`src/rtl/signed_addsub_bcd_seq_pkg.sv`:
```
// Shared definitions for the signed add/subtract + BCD conversion unit:
// FSM state encoding and the digit-count helper used by the legality check.
package signed_addsub_bcd_seq_pkg;

    typedef enum logic [1:0] {
        ST_IDLE = 2'd0,
        ST_CONV = 2'd1,
        ST_DONE = 2'd2
    } state_t;

    // Decimal digits needed for the largest magnitude a WIDTH-bit add/sub
    // can produce, which is 2^width (e.g. -2^(w-1) + -2^(w-1)).
    function automatic int bcd_digits_for(input int width);
        int v;
        int d;
        v = 1 << width;
        d = 0;
        while (v > 0) begin
            v = v / 10;
            d = d + 1;
        end
        return d;
    endfunction

endpackage

```
`src/rtl/signed_addsub_bcd_seq_dabble_digit_adj.sv`:
```
// One double-dabble correction cell: a BCD digit of 5 or more gets +3 so
// that the following left shift carries correctly into the next digit.
module signed_addsub_bcd_seq_dabble_digit_adj (
    input  logic [3:0] din,
    output logic [3:0] dout
);

    // Add-3-if-at-least-5 correction applied before each shift.
    always_comb begin
        dout = (din >= 4'd5) ? (din + 4'd3) : din;
    end

endmodule

```
`src/rtl/signed_addsub_bcd_seq.sv`:
```
// Signed add/subtract at full WIDTH+1 precision, followed by a sequential
// shift-add-3 binary-to-BCD conversion of the magnitude (one bit per cycle).
//
// Handshake: an input transfer happens on a rising edge where in_valid and
// in_ready are both high; in_ready is high only in IDLE. An output transfer
// happens on a rising edge where out_valid and out_ready are both high; while
// out_valid is high and out_ready is low, sum/bcd_sign/bcd_digits are held.
module signed_addsub_bcd_seq
    import signed_addsub_bcd_seq_pkg::*;
#(
    parameter int WIDTH  = 4,
    parameter int DIGITS = 2
) (
    input  logic                  clk,
    input  logic                  rst,
    input  logic                  in_valid,
    output logic                  in_ready,
    input  logic [WIDTH-1:0]      a,
    input  logic [WIDTH-1:0]      b,
    input  logic                  sub,
    output logic                  out_valid,
    input  logic                  out_ready,
    output logic [WIDTH:0]        sum,
    output logic                  bcd_sign,
    output logic [4*DIGITS-1:0]   bcd_digits,
    output logic                  busy,
    output logic [1:0]            dbg_state
);

    localparam int CW = $clog2(WIDTH + 2);
    localparam int BW = 4 * DIGITS;

    if (WIDTH < 2 || WIDTH > 16) begin : g_bad_width
        $error("signed_addsub_bcd_seq: WIDTH must be in 2..16");
    end
    if (DIGITS < bcd_digits_for(WIDTH)) begin : g_bad_digits
        $error("signed_addsub_bcd_seq: DIGITS too small for WIDTH");
    end

    state_t            state_q, state_d;
    logic [WIDTH:0]    sum_q, sum_d;
    logic [WIDTH:0]    mag_q, mag_d;
    logic [BW-1:0]     shift_q, shift_d;
    logic [BW-1:0]     bcd_q, bcd_d;
    logic [BW-1:0]     shift_adj;
    logic [CW-1:0]     cnt_q, cnt_d;
    logic              sign_q, sign_d;
    logic              out_valid_q, out_valid_d;
    logic              busy_q, busy_d;
    logic              in_ready_q, in_ready_d;

    logic [WIDTH:0]    a_ext, b_ext, res;
    logic [BW+WIDTH:0] shifted;

    assign a_ext   = {a[WIDTH-1], a};
    assign b_ext   = {b[WIDTH-1], b};
    assign res     = sub ? (a_ext - b_ext) : (a_ext + b_ext);
    assign shifted = {shift_adj, mag_q} << 1;

    for (genvar g = 0; g < DIGITS; g++) begin : g_adj
        signed_addsub_bcd_seq_dabble_digit_adj u_adj (
            .din  (shift_q[4*g +: 4]),
            .dout (shift_adj[4*g +: 4])
        );
    end

    // Next-state and next-output computation for the IDLE/CONV/DONE sequence.
    always_comb begin
        state_d     = state_q;
        sum_d       = sum_q;
        mag_d       = mag_q;
        shift_d     = shift_q;
        bcd_d       = bcd_q;
        cnt_d       = cnt_q;
        sign_d      = sign_q;
        out_valid_d = out_valid_q;
        busy_d      = busy_q;
        in_ready_d  = in_ready_q;
        case (state_q)
            ST_IDLE: begin
                if (in_valid && in_ready_q) begin
                    sum_d      = res;
                    sign_d     = res[WIDTH];
                    mag_d      = res[WIDTH] ? -res : res;
                    shift_d    = '0;
                    cnt_d      = CW'(WIDTH + 1);
                    busy_d     = 1'b1;
                    in_ready_d = 1'b0;
                    state_d    = ST_CONV;
                end
            end
            ST_CONV: begin
                shift_d = shifted[BW+WIDTH:WIDTH+1];
                mag_d   = shifted[WIDTH:0];
                cnt_d   = cnt_q - CW'(1);
                if (cnt_q == CW'(1)) begin
                    bcd_d       = shifted[BW+WIDTH:WIDTH+1];
                    busy_d      = 1'b0;
                    out_valid_d = 1'b1;
                    state_d     = ST_DONE;
                end
            end
            ST_DONE: begin
                if (out_ready) begin
                    out_valid_d = 1'b0;
                    in_ready_d  = 1'b1;
                    state_d     = ST_IDLE;
                end
            end
            default: begin
                out_valid_d = 1'b0;
                busy_d      = 1'b0;
                in_ready_d  = 1'b1;
                state_d     = ST_IDLE;
            end
        endcase
    end

    // State and registered outputs; reset aborts any conversion in flight.
    always_ff @(posedge clk) begin
        if (rst) begin
            state_q     <= ST_IDLE;
            sum_q       <= '0;
            mag_q       <= '0;
            shift_q     <= '0;
            bcd_q       <= '0;
            cnt_q       <= '0;
            sign_q      <= 1'b0;
            out_valid_q <= 1'b0;
            busy_q      <= 1'b0;
            in_ready_q  <= 1'b1;
        end else begin
            state_q     <= state_d;
            sum_q       <= sum_d;
            mag_q       <= mag_d;
            shift_q     <= shift_d;
            bcd_q       <= bcd_d;
            cnt_q       <= cnt_d;
            sign_q      <= sign_d;
            out_valid_q <= out_valid_d;
            busy_q      <= busy_d;
            in_ready_q  <= in_ready_d;
        end
    end

    assign in_ready   = in_ready_q;
    assign out_valid  = out_valid_q;
    assign sum        = sum_q;
    assign bcd_sign   = sign_q;
    assign bcd_digits = bcd_q;
    assign busy       = busy_q;
    assign dbg_state  = state_q;

endmodule

```
`config.mk`:
```
export PLATFORM = sky130hd
export DESIGN_NAME = signed_addsub_bcd_seq
export DESIGN_NICKNAME = d
export VERILOG_FILES = /design/src/rtl/signed_addsub_bcd_seq_pkg.sv /design/src/rtl/signed_addsub_bcd_seq_dabble_digit_adj.sv /design/src/rtl/signed_addsub_bcd_seq.sv
export SDC_FILE = /design/constraint.sdc
export NUM_CORES = 1
export LEC_CHECK = 0
export ABC_AREA = 1
export CAP_MARGIN = 40
export CORE_MARGIN = 2
export CORE_UTILIZATION = 55
export DETAILED_ROUTE_END_ITERATION = 16
export PLACE_DENSITY = 0.81
export SLEW_MARGIN = 20
export SYNTH_ARGS = -nofsm -noshare
export SYNTH_HDL_FRONTEND = slang
export SYNTH_SLANG_ARGS = --single-unit
```
`constraint.sdc`:
```
create_clock -name clk -period 5.4 [get_ports clk]
set_input_delay 1.62 -clock clk [delete_from_list [all_inputs] [get_ports clk]]
set_output_delay 1.62 -clock clk [all_outputs]
set_load 0.005 [all_outputs]
```
==> results of run 1 <==
==> cell usage in the layout, fill, tap and decap left out, drive strengths merged <==
cell and n:
clkbuf 7, o22ai 4, a211oi 1, dfxtp 34, fa 1, xor2 5, clkdlybuf4s50 31, o211ai 1
inv 50, a31oi 1, xnor2 2, nor2 34, ha 12, nor3 2, nand3 18, nand4 1
or2 2, o21ai 18, bufinv 1, a22oi 1, a21oi 26, nand2 49, buf 1
==> power by group through the flow <==
stage	sequential [mW]	combinational (mW)	clock [mW]
global placement	0.293	0.181	0
finish	0.288	0.188	0.184
CTS	0.288	0.188	0.186
global route	0.291	0.210	0.198
floorplan	0.293	0.121	0
detailed placement	0.294	0.186	0
==> layer usage <==
metal	wire length, um	part of all wire	GRT usage
met5	0	0	0
met4	57	0.015	0.08889
met3	237	0.062	0.05072
met2	1797	0.47	0.3709
met1	1724	0.45	0.2595
==> sequential cells by signal, summed over array words and instances (netlist names), 2 cells and up <==
name / flops
mag_q: 5
dbg_state: 2
sum: 5
bcd_digits: 8
shift_q: 8
cnt_q: 3
==> cells by family after synthesis <==
logic type               share of synthesized area
adder cells (fa/ha/maj)                    0.09091
XOR/XNOR                                   0.03275
AND/OR/NAND/NOR                             0.2453
AO/OA/AOI/OAI                               0.1491
flip-flops                                  0.3636
buffers and inverters                       0.1183
==> cell type report <==
class	count	area, um2
clock buffer	7	45.04
clock inverter	1	30.03
fill	297	1022
inverter	50	187.7
multi-input combinational	178	969.7
sequential	34	680.7
tap	46	57.56
timing repair buffer	32	317.8
==> worst max-delay path, stage by stage <==
cell and delay [ns]:
clkdlybuf4s50_1 0.48, inv_1 0.07, ha_1 0.30, o21ai_0 0.32, fa_1 0.48, inv_1 0.12
ha_1 0.20, xor2_1 0.16, nand3_1 0.11, nand2_1 0.09, nand2_1 0.05, a21oi_1 0.11
==> how the worst max path moves through the flow <==
stage                     from  depth (start not counted)  endpoint
after detailed placement  b[0]                         12  mag_q[2]
after global placement    b[0]                         12  mag_q[2]
final                     b[0]                         12  mag_q[2]
after floorplan           b[0]                         11  mag_q[2]
after CTS                 b[0]                         12  mag_q[2]
after global routing      b[0]                         12  mag_q[2]
==> reports/metrics.cfg, run 1 <==
[run_status]
status = complete, no violations

[sta]
finalClockSkew_ns = 0.01099
finalCritPeriodShare = 0.7116
fin_crit_ns = 3.843
max_freq_mhz = 260.2
finalHoldViolations = 0
fin_setup_tns_ns = 0
holdWs_ns = 0.4629
rsz0062_at_grt = false
tightest_slew_ns = 0.4566
fin_ws_ns = 1.557
slew_viol_final = 0
maxSlewHeadroom = 0.6946
setup_viol = 0

[power]
power_density_mw_per_mm2 = 288.0
switching_share = 0.3118
peakVddDrop_uv = 202.5
p_sw_uw = 205.5
p_comb_frac = 0.285
power_frac_clock = 0.279
p_seq_frac = 0.436
p_int_uw = 453.5
leakage_nw = 1.029
total_power_uw = 659.0

[synthesis]
synth_warnings = 0
synth_area_leader_cell = dfxtp_1
synth.area.top_cells = dfxtp_1 36%, nand2_1 9.6%, inv_1 9.2%, ha_1 8.0%, a21oi_1 7.0%
ys_types = 30
avgSynthCellArea_um2 = 6.984
synth_area_mm2 = 0.001872
synthCells = 268
yosysMostFrequentCell = nand2_1
seq_area_frac_synth = 0.3636
yosysTopAreaCellShare = 0.3636
synthesis.nets = 294
ys_top_cells_by_count = 48 x nand2_1, 46 x inv_1, 34 x dfxtp_1
yosys_register_bits = 34
synth_edf_count = 0
async_flop_share = 0
ys.flop_type = dfxtp_1

[grt]
grtUsageTotal = 0.2157
antenna_found_initial = 0
overflow = 0
grt_max_degree = 26
grt_pass1_vias = 1615
grt_pass1_wl_mm = 6.824

[worst_hold_path]
min_path_cells = 2
hold_path_class = flop to flop
worstHoldStart = busy
min_to = busy

[detailed_routing]
routed_wl_mm = 3.816
vias = 1731
firstDrtPassIters = 4
route.detailed.drc = 0
drtIter0Drc = 66
final_antenna_net_count = 0
post_drt_wl_per_cell_um = 10.97
vias_per_cell = 4.974

[placed_design]
place_area_mm2 = 0.002213
hpwl_mm = 2.820
place.gp.congestion = 0.8232
placedCellCount = 340
portBuffers = 31
dpl_worst_slack_ns = 1.271

[die]
start_util = 0.5654
dieArea_mm2 = 0.003886
die_w_um = 62.34
ios = 32
chipHeight_um = 62.34
core_region_area_mm2 = 0.003311
num_rows = 21

[cells_and_area]
synthToLayoutAreaGrowth_pct = 22.26
fin_nets = 327
stdcell_area_mm2 = 0.002288
antenna_cells = 0
final_cells = 348
post-route-util = 0.6912
drive_gt1_frac = 0.05960

[critical_path]
r2r-end = bcd_digits[6]
reg2reg_slack_ns = 3.53
path_max_fanout = 4
worst_ep_arrival_time_ns = 4.12
r2r_start = dbg_state[0]
critPathKind = input pin to flop
critPathRequiredTime_ns = 5.67
crit_path_start_kind = input pin
crit_path_end_kind = flop
reg2reg_depth = 7

[clock_network]
cts_hold_buf = 0
cts_sinks = 34
clock_tree.buffer_depth = 2
clk_pin_slew_ns = 0.10
root_buffer = clkbuf_4
cts_resized = 0
cts_tree = yes
cts-htree-levels = 2
cts_buffers = 5
cts_setup_buffers = 0
clk_latency_ns = 0.34

[flow_run]
maxCapViolCount = 0

No activity file was read; power rests on OpenSTA's default activity.
==> run 2, diff against run 1 <==
--- a/config.mk
+++ b/config.mk
@@ -8,9 +8,9 @@
 export ABC_AREA = 1
 export CAP_MARGIN = 40
 export CORE_MARGIN = 2
-export CORE_UTILIZATION = 55
+export CORE_UTILIZATION = 52
 export DETAILED_ROUTE_END_ITERATION = 16
-export PLACE_DENSITY = 0.81
+export PLACE_DENSITY = 0.78
 export SLEW_MARGIN = 20
 export SYNTH_ARGS = -nofsm -noshare
 export SYNTH_HDL_FRONTEND = slang
==> constraint.sdc (replaced) <==
create_clock -name clk -period 3.7 [get_ports clk]
set_input_delay 1.11 -clock clk [delete_from_list [all_inputs] [get_ports clk]]
set_output_delay 1.11 -clock clk [all_outputs]
set_load 0.005 [all_outputs]
==> run 2 against run 1 <==
Utilization fell by 2.1 points. First-iteration DRC count rose by 32%. Largest cell class unchanged. Clock skew barely moved. Critical path type unchanged.
==> reports/metrics.cfg, run 2 (synthesis gave the netlist of run 1 again) <==
[clock_network]
cts-htree-levels = 2  ; unchanged
root_buffer = clkbuf_4
cts_resized = 0  ; unchanged
clk_latency_ns = 0.33  ; about the same
clk_pin_slew_ns = 0.10  ; about the same
clock_tree.buffer_depth = 2  ; unchanged
cts_buffers = 5  ; unchanged
cts_tree = yes
cts_setup_buffers = 0  ; unchanged
cts_hold_buf = 0  ; unchanged
cts_sinks = 34  ; unchanged

[critical_path]
crit_buf_inv = 3  ; unchanged
cp_slowest_cell = clkdlybuf4s50_1
crit_path_start_kind = input pin
critPathRequiredTime_ns = 3.96  ; -1.71 ns
worst_ep_arrival_time_ns = 3.49  ; -0.63 ns
critPathKind = input pin to flop
crit_path_end_kind = flop
cp_top_family = adder cells
cpPeakStageDelay_ns = 0.48  ; about the same
path_max_fanout = 4  ; unchanged
crit_path_cell_trace = clkdlybuf4s50_1 > inv_1 > ha_1 > o21ai_0 > fa_1 > inv_1 > ha_1 > xor2_1 > nand3_1 > nand2_1 > nand2_1 > a21oi_1

[cells_and_area]
fillers = 306  ; +3.0%
synthToLayoutAreaGrowth_pct = 21.46
stdcell_area_mm2 = 0.002273  ; -0.66%
drive_gt1_frac = 0.06291  ; +0.003311
antenna_cells = 0  ; unchanged
layout_common_cells = 48 x nand2_1, 46 x inv_1, 34 x dfxtp_1, 32 x nor2_1, 31 x clkdlybuf4s50_1
multi_input_area_um2 = 969.7  ; unchanged
seq_area_um2 = 680.7  ; unchanged
post-route-util = 0.6707  ; -0.02050
fin_nets = 327  ; unchanged
layout_commonest_cell = nand2_1

[sta]
tightest_slew_ns = 0.4813  ; +0.02477 ns
slew_viol_final = 0  ; unchanged
fin_crit_ns = 3.225
maxSlewHeadroom = 0.6781  ; -0.01657
setup_viol = 0  ; unchanged
max_freq_mhz = 310.1
finalClockSkew_ns = 0.01050  ; -0.0004911 ns
rsz0062_at_grt = false
finalCritPeriodShare = 0.8716
finalHoldViolations = 0  ; unchanged
fin_ws_ns = 0.4749  ; -1.083 ns
fin_setup_tns_ns = 0  ; unchanged

[detailed_routing]
vias_per_cell = 4.983  ; +0.17%
drtIter0Drc = 87  ; +32%
vias = 1734  ; +0.17%
post_drt_wl_per_cell_um = 10.43  ; -4.9%
route.detailed.drc = 0  ; unchanged
firstDrtPassIters = 5  ; +1
routed_wl_mm = 3.628  ; -4.9%
final_antenna_net_count = 0  ; unchanged

[grt]
grt_pass1_vias = 1618  ; +0.19%
antenna_found_initial = 0  ; unchanged
grt_pass1_wl_mm = 6.630  ; -2.8%
grtUsageTotal = 0.2010  ; -0.01470
grt_max_degree = 25  ; -3.8%
overflow = 0  ; unchanged

[placed_design]
place_area_mm2 = 0.002213  ; unchanged
place.gp.congestion = 0.8175  ; -0.69%
portBuffers = 31  ; unchanged
dpl_worst_slack_ns = 0.1416  ; -1.129 ns
hpwl_mm = 2.728  ; -3.3%

[power]
p_comb_frac = 0.299  ; +0.014
p_seq_frac = 0.468  ; +0.032
switching_share = 0.3205  ; +0.008671
leakage_nw = 1.025  ; -0.41%
peakVddDrop_uv = 263.7  ; +30%
power_density_mw_per_mm2 = 394.9  ; +37%
power_frac_clock = 0.233  ; -0.046
p_sw_uw = 287.7  ; +40%
p_int_uw = 610.0  ; +35%

[die]
core_region_area_mm2 = 0.003390  ; +2.4%
chipHeight_um = 64.00  ; +2.7%
die_w_um = 64.00  ; +2.7%
start_util = 0.5522  ; -0.01315
dieArea_mm2 = 0.004095  ; +5.4%
num_rows = 21  ; unchanged
ios = 32  ; unchanged

[run_status]
status = complete, no violations

[worst_hold_path]
hold_path_class = flop to flop

[flow_run]
maxCapViolCount = 0  ; unchanged

-- run 2: cell types whose count changed in the layout (fill, tap and decap cells not counted), sizes merged --
cell	previous run	this run
bufinv	1	0
clkinv	0	1
-- run 2: worst min-delay path, cell delays in order, from the launching register on --
cell and delay (ns):
dfxtp_1 0.32, nand2_1 0.06, a21oi_1 0.05
-- run 2: final timing paths --
kind | startpoint | end | slack [ns] | cells after the start
worst min register to register | busy | busy | 0.47 | 2
worst max register to register | dbg_state[0] | bcd_digits[6] | 1.78 | 7
worst min-delay path | busy | busy | 0.47 | 2
worst max-delay path | b[0] | mag_q[2] | 0.47 | 12
-- run 2: final cells by class --
| cell class | count | share of cell area |
|---|---|---|
| flip-flops and latches | 34 | 0.2994 |
| well taps | 46 | 0.02532 |
| clock buffers | 7 | 0.02422 |
| clock inverters | 1 | 0.002201 |
| inverters | 50 | 0.08255 |
| multi-input cells | 178 | 0.4265 |
| repair buffers | 32 | 0.1398 |
-- run 2: power by group through the flow --
stage | sequential, mW | combinational, mW | clock (mW)
floorplan | 0.428 | 0.177 | 0
global placement | 0.428 | 0.264 | 0
detailed placement | 0.429 | 0.269 | 0
CTS | 0.421 | 0.271 | 0.216
global route | 0.425 | 0.308 | 0.234
finish | 0.420 | 0.268 | 0.209
-- run 2: metrics by stage --
| step | std cells | hold slack, ns | power [mW] |
|---|---|---|---|
| detailed placement | 340 | 0.4582 | 0.6981 |
| global route | 348 | 0.5002 | 0.9671 |
| finish | 348 | 0.4732 | 0.8977 |
| CTS | 348 | 0.4731 | 0.9069 |
| floorplan | 268 | 0.4399 | 0.6053 |
| global placement | 340 | 0.4517 | 0.6924 |
-- run 2: layer usage --
metal	vias to the layer above	share of wire	global-route usage
met4	0	0.014	0.07337
li1	919	-	-
met2	38	0.45	0.3385
met1	771	0.48	0.2541
met3	6	0.048	0.03873
met5	-	0	0
==> RTL edit: new RTL, config.mk and constraints of run 1 <==
Set the parameter `WIDTH` to 2 (it was 4).
--- a/src/rtl/signed_addsub_bcd_seq.sv
+++ b/src/rtl/signed_addsub_bcd_seq.sv
@@ -10,3 +10,3 @@
 #(
-    parameter int WIDTH  = 4,
+    parameter int WIDTH  = 2,
     parameter int DIGITS = 2
Interface: changed (resized a, b and sum); port bits go from 32 to 26. No check against the original RTL was run, so the function may have changed too.
==> RTL edit against run 1 <==
First-iteration DRC count shrank 62%. Count of clock-buffer cells in the layout did not move. Synthesized area down 19%. Highest routed layer unchanged. Critical path depth is the same. Total power is 27% lower. Sequential cell count decreased by 5. Utilization down 0.75 points. Largest power group unchanged. Setup slack gained 0.33 ns. Design area fell by 20%. Wire length is 21% lower.
==> RTL edit: results (changes against run 1) <==
[global_route]
grt_max_degree=18  ; -31%

[power_and_ir_drop]
p_leak_nw=0.856  ; -17%
ir_worst_vdd_uv=179  ; -11%

[synth]
synth.net_count=222  ; -24%
asyncSetResetFlopFracSynth_pct=0  ; unchanged
postSynthAreaPerCell_um2=7.48  ; +7.0%
synthTopCellsByCount=nand2_1 (51), inv_1 (33), dfxtp_1 (29), a21oi_1 (19), o21ai_0 (13)
synthTopCellsByArea=dfxtp_1 (38%), nand2_1 (13%), inv_1 (8.1%)

[timing]
fin_skew_ns=0.00600  ; -0.00499 ns
fmax_ghz=0.285  ; +9.3%
setup_viol=0  ; unchanged

[placement]
dp.cells=255  ; -25%
post-place-ws_ns=1.59  ; +0.323 ns
port-buffer-count=25  ; -19%
gp_congestion=0.790  ; -4.1%
dp_hpwl_mm=2.19  ; -22%
placed_cell_area_mm2=0.00178  ; -20%

[setup_path]
reg2reg_setup_slack_ns=3.94  ; +0.41 ns
r2r_start=shift_q[4]
slowest_delay_ns=0.51  ; +0.03 ns
cp.arrival_ns=3.74  ; -0.38 ns
cp_max_fo=3  ; -1
crit_slowest_cell=fa_1
critical_path.endpoint=mag_q[1]
ff2ff_path_depth=9  ; +2

[drt]
avgViaCountPerCell=5.12  ; +3.0%
dr.pass1.iters=5  ; +1
wl_met1_mm=1.34  ; -23%
wl_met3_um=122  ; -49%
wl_per_cell_um=11.4  ; +4.3%
dr_wl_met2_mm=1.47  ; -18%
dr.first_iter.drc_count=25  ; -62%
vias=1342  ; -22%

[clock_tree]
clkLatencyLatePin_ns=0.32  ; -0.02 ns

[outcome]
status=completed

[layout]
final_net_count=249  ; -24%
drive_above_1_share_pct=10.8  ; +4.9 points
antenna_cells=0  ; unchanged

-- RTL edit: how the worst min path moves through the flow --
stage          cells past startpoint    endpoint  slack [ns]       start
2_1_floorplan                      2    mag_q[0]        0.44    mag_q[0]
3_3_place_gp                       2    mag_q[0]        0.45    mag_q[0]
3_5_place_dp                       2    mag_q[0]        0.45    mag_q[0]
4_1_cts                            2    mag_q[0]        0.47    mag_q[0]
5_1_grt                            2  shift_q[5]        0.49  shift_q[5]
6_report                           2    mag_q[0]        0.46    mag_q[0]
-- RTL edit: cells by family (layout without fill, tap and decap cells) --
group                      count (synthesis)  count (layout)  share of synthesized area [%]
AOI/OAI and AO/OA                         45              45                           17.3
xor gates and xnor gates                   2               2                           1.15
adders and majority gates                  9               9                           7.88
buffers and inverters                     43              70                           11.8
DFF                                       29              29                           38.1
and+or+nand+nor                           76              76                           23.8
-- RTL edit: area by class of cell --
class                      instances  area [um^2]
clock buffer                       7         55.1
timing repair buffer              25          250
multi-input combinational        132          764
inverter                          38          148
fill                             233          850
tap                               31         38.8
sequential                        29          581
-- RTL edit: tightest hold or removal path: stages, from the launching register on --
cell and delay (ns):
dfxtp_1 0.32, nand2_1 0.06, a21oi_1 0.05
-- RTL edit: per-layer routing --
metal  track usage (%)  vias to the layer above
met5                 0                        -
met4              9.18                        0
met3              6.22                       11
met2              34.9                       28
met1              23.9                      608
li1                  -                      695
-- RTL edit: where the power goes --
part	switching, mW	internal (mW)
registers	0.0106	0.229
logic	0.0622	0.0491
clock network	0.0698	0.0614
total	0.143	0.340
